==> src/rtl/sad_log_pkg.sv <==
// sad_log_pkg: shared widths, log entry layout and done-FSM encoding.
// Defining SAD_LOG_PC_EN adds a pc field to each logged entry.
package sad_log_pkg;
    localparam int LOG_DATA_W = 32;

    typedef struct packed {
        logic [LOG_DATA_W-1:0] v1;
        logic [LOG_DATA_W-1:0] v0;
`ifdef SAD_LOG_PC_EN
        logic [LOG_DATA_W-1:0] pc;
`endif
    } log_entry_t;

    typedef enum logic {
        ST_RUN,
        ST_HALT
    } state_t;
endpackage

==> src/rtl/sad_log_fifo.sv <==
// sad_log_fifo: synchronous show-ahead FIFO with a registered head that holds its last value when empty.
module sad_log_fifo #(
    parameter int DEPTH = 8,
    parameter int W     = 64
) (
    input  logic                   clk,
    input  logic                   rst,
    input  logic                   push,
    input  logic                   pop,
    input  logic [W-1:0]           wdata,
    output logic [W-1:0]           head,
    output logic                   full,
    output logic                   empty,
    output logic [$clog2(DEPTH):0] level
);
    localparam int AW = $clog2(DEPTH);

    logic [AW:0]  wr_q, wr_d, rd_q, rd_d;
    logic [W-1:0] head_q, head_d;
    logic [W-1:0] mem_q [DEPTH];
    logic         do_push, do_pop;

    always_comb begin
        level   = wr_q - rd_q;
        full    = level[AW];
        empty   = wr_q == rd_q;
        do_pop  = pop && !empty;
        do_push = push && (!full || do_pop);
        wr_d    = wr_q + {{AW{1'b0}}, do_push};
        rd_d    = rd_q + {{AW{1'b0}}, do_pop};
        // when the FIFO drains to just the incoming word, bypass it straight to the head
        head_d  = (wr_d == rd_d) ? head_q : (wr_q == rd_d) ? wdata : mem_q[rd_d[AW-1:0]];
        head    = head_q;
    end

    always_ff @(posedge clk) begin
        if (rst) begin
            wr_q   <= '0;
            rd_q   <= '0;
            head_q <= '0;
        end else begin
            wr_q   <= wr_d;
            rd_q   <= rd_d;
            head_q <= head_d;
        end
    end

    always_ff @(posedge clk) begin
        if (do_push) mem_q[wr_q[AW-1:0]] <= wdata;
    end
endmodule

==> src/rtl/sad_result_logger.sv <==
// sad_result_logger: logs {v1,v0} changes into a FIFO, counts drops, flags done on a stalled PC.
// Optional SAD_LOG_PC_EN stores the PC with each entry and drives out_pc.
import sad_log_pkg::*;

module sad_result_logger #(
    parameter int DEPTH       = 8,
    parameter int STALL_LIMIT = 16,
    parameter int CNT_W       = 8
) (
    input  logic                   clk,
    input  logic                   rst,
    input  logic [LOG_DATA_W-1:0]  v0_in,
    input  logic [LOG_DATA_W-1:0]  v1_in,
    input  logic [LOG_DATA_W-1:0]  pc_in,
    output logic                   out_valid,
    input  logic                   out_ready,
    output logic [LOG_DATA_W-1:0]  out_v0,
    output logic [LOG_DATA_W-1:0]  out_v1,
    output logic [LOG_DATA_W-1:0]  out_pc,
    output logic [$clog2(DEPTH):0] level,
    output logic                   overflow,
    output logic [CNT_W-1:0]       drop_count,
    output logic                   done
);
    localparam int CW = $clog2(STALL_LIMIT);

    logic [LOG_DATA_W-1:0] prev_v0_q, prev_v0_d, prev_v1_q, prev_v1_d, prev_pc_q, prev_pc_d;
    logic [CNT_W-1:0]      drop_count_q, drop_count_d;
    logic                  overflow_q, overflow_d;
    logic [CW-1:0]         cnt_q, cnt_d;
    state_t                state_q, state_d;
    logic                  push, pop, full, empty, drop, pc_same;
    log_entry_t            wentry, hentry;

    always_comb begin
        prev_v0_d    = v0_in;
        prev_v1_d    = v1_in;
        prev_pc_d    = pc_in;
        push         = {v1_in, v0_in} != {prev_v1_q, prev_v0_q};
        pop          = out_valid && out_ready;
        drop         = push && full && !pop;
        overflow_d   = overflow_q || drop;
        drop_count_d = (drop && !(&drop_count_q)) ? drop_count_q + CNT_W'(1) : drop_count_q;
        wentry.v0    = v0_in;
        wentry.v1    = v1_in;
`ifdef SAD_LOG_PC_EN
        wentry.pc    = pc_in;
`endif
    end

    always_ff @(posedge clk) begin
        if (rst) begin
            prev_v0_q    <= '0;
            prev_v1_q    <= '0;
            prev_pc_q    <= '0;
            overflow_q   <= 1'b0;
            drop_count_q <= '0;
            cnt_q        <= '0;
        end else begin
            prev_v0_q    <= prev_v0_d;
            prev_v1_q    <= prev_v1_d;
            prev_pc_q    <= prev_pc_d;
            overflow_q   <= overflow_d;
            drop_count_q <= drop_count_d;
            cnt_q        <= cnt_d;
        end
    end

    sad_log_fifo #(
        .DEPTH(DEPTH),
        .W    ($bits(log_entry_t))
    ) u_fifo (
        .clk  (clk),
        .rst  (rst),
        .push (push),
        .pop  (pop),
        .wdata(wentry),
        .head (hentry),
        .full (full),
        .empty(empty),
        .level(level)
    );

    always_ff @(posedge clk) begin
        if (rst) state_q <= ST_RUN;
        else     state_q <= state_d;
    end

    // counter freezes once halted; done is sticky until reset
    always_comb begin
        pc_same = pc_in == prev_pc_q;
        state_d = (state_q == ST_RUN && pc_same && cnt_q == CW'(STALL_LIMIT - 1)) ? ST_HALT : state_q;
        cnt_d   = (state_q == ST_HALT) ? cnt_q : pc_same ? cnt_q + CW'(1) : '0;
    end

    always_comb begin
        done       = state_q == ST_HALT;
        out_valid  = !empty;
        out_v0     = hentry.v0;
        out_v1     = hentry.v1;
        overflow   = overflow_q;
        drop_count = drop_count_q;
`ifdef SAD_LOG_PC_EN
        out_pc     = hentry.pc;
`else
        out_pc     = 32'd0;
`endif
    end
endmodule

==> config.mk <==
export PLATFORM = sky130hd
export DESIGN_NAME = sad_result_logger
export DESIGN_NICKNAME = d
export VERILOG_FILES = /design/src/rtl/sad_log_pkg.sv /design/src/rtl/sad_log_fifo.sv /design/src/rtl/sad_result_logger.sv
export SDC_FILE = /design/constraint.sdc
export NUM_CORES = 1
export LEC_CHECK = 0
export CELL_PAD_IN_SITES_DETAIL_PLACEMENT = 1
export CELL_PAD_IN_SITES_GLOBAL_PLACEMENT = 1
export CORE_UTILIZATION = 54
export DETAILED_ROUTE_END_ITERATION = 16
export GPL_TIMING_DRIVEN = 0
export PLACE_DENSITY = 0.89
export SYNTH_ARGS = -nofsm -noshare
export SYNTH_HDL_FRONTEND = slang
export SYNTH_SLANG_ARGS = --single-unit
==> constraint.sdc <==
create_clock -name clk -period 23 [get_ports clk]
set_input_delay 4.6 -clock clk [delete_from_list [all_inputs] [get_ports clk]]
set_output_delay 4.6 -clock clk [all_outputs]
set_load 0.005 [all_outputs]
==> run_results.csv <==
group,metric,value,unit
cells_and_area,final_cell_mix,"512 x edfxtp_1, 182 x dfxtp_1, 177 x clkdlybuf4s50_1, 131 x nand2_1, 128 x mux4_2",
global_routing,gr-usage-met1,40.5,%
clocking,postCtsResizedCells,0,
sta,maxSlewHeadroom,2.21,%
global_routing,grt_pass1_wl,120000,um
cells_and_area,fin_nets,2030,
floorplanning,die_area,51700,sq um
global_routing,grtUsageTotal,32.5,%
sta,period_minus_slack,10.27,ns
sta,max_freq,97.4,MHz
synth,ys_ff_latch,694,
critical_path,worst-path-max-fanout,11,
synth,avgSynthCellArea,17.0,sq um
hold_path,holdPathStages,2,
global_routing,gr-usage-met2,56.1,%
cells_and_area,fillers,4313,
clocking,cts_tree,"built",
clocking,cts_sinks,694,
clocking,post-cts-setup-buffers,0,
cells_and_area,stdcell_area,32900,sq um
synth,ys_async_sr_fraction,0,%
global_routing,grt_start_max_net_pins,27,
place,placed_cell_area,30600,sq um
sta,setup_violations,0,
floorplanning,io_pins,210,
critical_path,crit_arrival,10.70,ns
route,drt-total-wl,82300,um
cells_and_area,seqCellArea,19000,sq um
job,drv_cap,0,
floorplanning,core,50200,sq um
place,place_hpwl,50400,um
status,status,"complete, no violations",
floorplanning,die_x,227,um
clocking,clk-insertion-delay-late,0.61,ns
cells_and_area,syn_to_final_growth,19.7,%
synth,seq_area_frac_synth,69.3,%
sta,slew_viol_final,0,
sta,final_hold_viol_count,0,
route,drt-wirelength-per-cell,31.0,um
route,viasPerCell,6.21,
place,io_buffers,177,
critical_path,crit_path_start_kind,"input port",
critical_path,worstSetupPathType,"input port to flop",
pwr,leakage,11.1,nW
critical_path,slowest_delay,1.08,ns
sta,hold_ws,0.462,ns
critical_path,required,23.43,ns
pwr,ir_drop,0.0957,mV
route,dr.first_iter.drc_count,1717,
sta,worst_slew_pin_slew,1.47,ns
pwr,power.density,158,nW/um^2
sta,setup_tns,0,ns
cells_and_area,layout_commonest_cell,"edfxtp_1",
sta,fin_skew,0.0315,ns
global_routing,grt_pass1_vias,17800,
critical_path,path_cells,"clkdlybuf4s50_1, xor2_1, nor4_1, nand4_1, nor4_2, buf_4, nor2_1, ha_1, ha_1, xnor2_1, xor2_1, nand4_1, buf_2, o211ai_1, a21oi_1",
clocking,cts_buffer_depth,3,
clocking,cts.htree.levels,3,
floorplanning,die_y,227,um
floorplanning,start_util,54.7,%
clocking,cts-root-buf,"clkbuf_16",
place,gp_congestion,0.798,
clocking,hold_buffers,0,
synth,ys.flop_type,"edfxtp_1",
clocking,cts_made_buffers,71,
cells_and_area,drive_above_1_share,22.4,%
route,drc,0,
synth,synth-edff-count,512,
route,vias,16500,
critical_path,slowest_stage,"nand4_1",
clocking,clk_pin_slew,0.06,ns
sta,post-route-period-util,44.7,%
hold_path,hp-class,"flop to flop",
synth,synthCells,1614,
synth,synth_area,27400,sq um
global_routing,gr-usage-met3,4.66,%
floorplanning,num_rows,82,
global_routing,antenna_found_initial,6,
global_routing,grt-busiest-layer,"met2",
place,dp_cells,2520,
route,antenna_left,0,
sta,rsz0062_at_grt,"false",
cells_and_area,multiInputGateArea,7870,sq um
synth,yosysWarnings,0,
cells_and_area,final_cells,2650,
global_routing,grt-ovfl-total,0,
critical_path,endpoint_kind,"flop",
synth,yosysUniqueCellTypes,51,
route,dr.pass1.iters,5,
critical_path,rr_worst_depth,14,
[synth_stat cells (all sizes together) (2+ instances only)]
library cell | n | area [sq um]
xnor2 | 9 | 78.8
mux2i | 66 | 661
inv | 10 | 37.5
ha | 9 | 113
nor2 | 19 | 71.3
or3 | 6 | 37.5
o21ba | 2 | 20.0
o211ai | 64 | 761
mux2 | 2 | 22.5
nor3 | 7 | 35.0
mux4 | 128 | 2880
edfxtp | 512 | 15400
o41ai | 2 | 17.5
nand2 | 136 | 523
nor2b | 104 | 651
a21oi | 67 | 474
dfxtp | 182 | 3640
nand3b | 2 | 15.0
clkbuf | 41 | 154
or4 | 2 | 18.8
nor4 | 25 | 163
nand3 | 10 | 50.1
a31oi | 2 | 12.5
buf | 79 | 534
xor2 | 101 | 892
nand2b | 4 | 25.0
nand4 | 8 | 50.1
or4b | 2 | 20.0
[power breakdown]
part / switching [mW] / internal (mW) / total, mW
Combinational: 1.39 / 0.947 / 2.33
Clock: 0.487 / 0.641 / 1.13
Sequential: 0.0971 / 1.63 / 1.72
[flip-flops by register name (all words and copies together) (netlist names)]
register and flops:
overflow 1, done 1, prev_pc_q 32, cnt_q 4, u_fifo.wr_q 4, drop_count 8, prev_v0_q 32, u_fifo.mem_q 512
u_fifo.rd_q 4, prev_v1_q 32, u_fifo.head 64
[per-stage QoR]
stage / setup WS, ns / power [mW] / utilization (%)
finish: 12.73 / 5.19 / 65.5
global route: 12.73 / 5.37 / 65.5
CTS: 12.96 / 5.20 / 65.5
detailed placement: 12.52 / 3.99 / 61.1
global placement: 7.55 / 3.82 / 60.1
floorplan: 12.59 / 3.21 / -
[worst paths after layout]
kind,start,endpoint,slack [ns]
setup / recovery,v0_in[20],u_fifo.head[6]$_SDFFE_PP0P_,12.73
hold reg to reg,u_fifo.head[45]$_SDFFE_PP0P_,u_fifo.head[45]$_SDFFE_PP0P_,0.46
hold / removal,u_fifo.head[45]$_SDFFE_PP0P_,u_fifo.head[45]$_SDFFE_PP0P_,0.46
setup reg to reg,prev_v0_q[20]$_SDFF_PP0_,u_fifo.head[6]$_SDFFE_PP0P_,17.30
[layer usage]
metal,wire [um],vias to the layer above
li1,-,6686
met1,30500,8577
met2,42600,959
met4,3660,4
met3,5480,231
met5,27,-
[critical path, delay by kind of cell]
family | cells | cell delay, ns
adder cells (fa/ha/maj) | 2 | 0.42
XOR/XNOR | 3 | 0.81
AO/OA/AOI/OAI | 2 | 0.34
buffers and inverters | 3 | 1.81
AND/OR/NAND/NOR | 5 | 2.71
[logic make-up after synthesis]
logic type	Yosys count	synth area share, %
mux	196	13.0
xor+xnor	110	3.54
compound gates	145	4.91
simple gates	328	6.12
buf+inv	130	2.64
fa+ha+maj	10	0.483
other cells	1	0.0137
flops	694	69.3
[layout make-up]
cell class,count,share of cell area [%]
Clock buffer,101,6.21
Tap cell,672,2.56
Timing Repair Buffer,203,6.62
Buffer,120,2.09
Inverter,10,0.114
Sequential cell,694,57.9
Antenna cell,4,0.0305
Clock inverter,25,0.533
Multi-Input combinational cell,821,24.0
No activity file was read; power rests on OpenSTA's default activity.
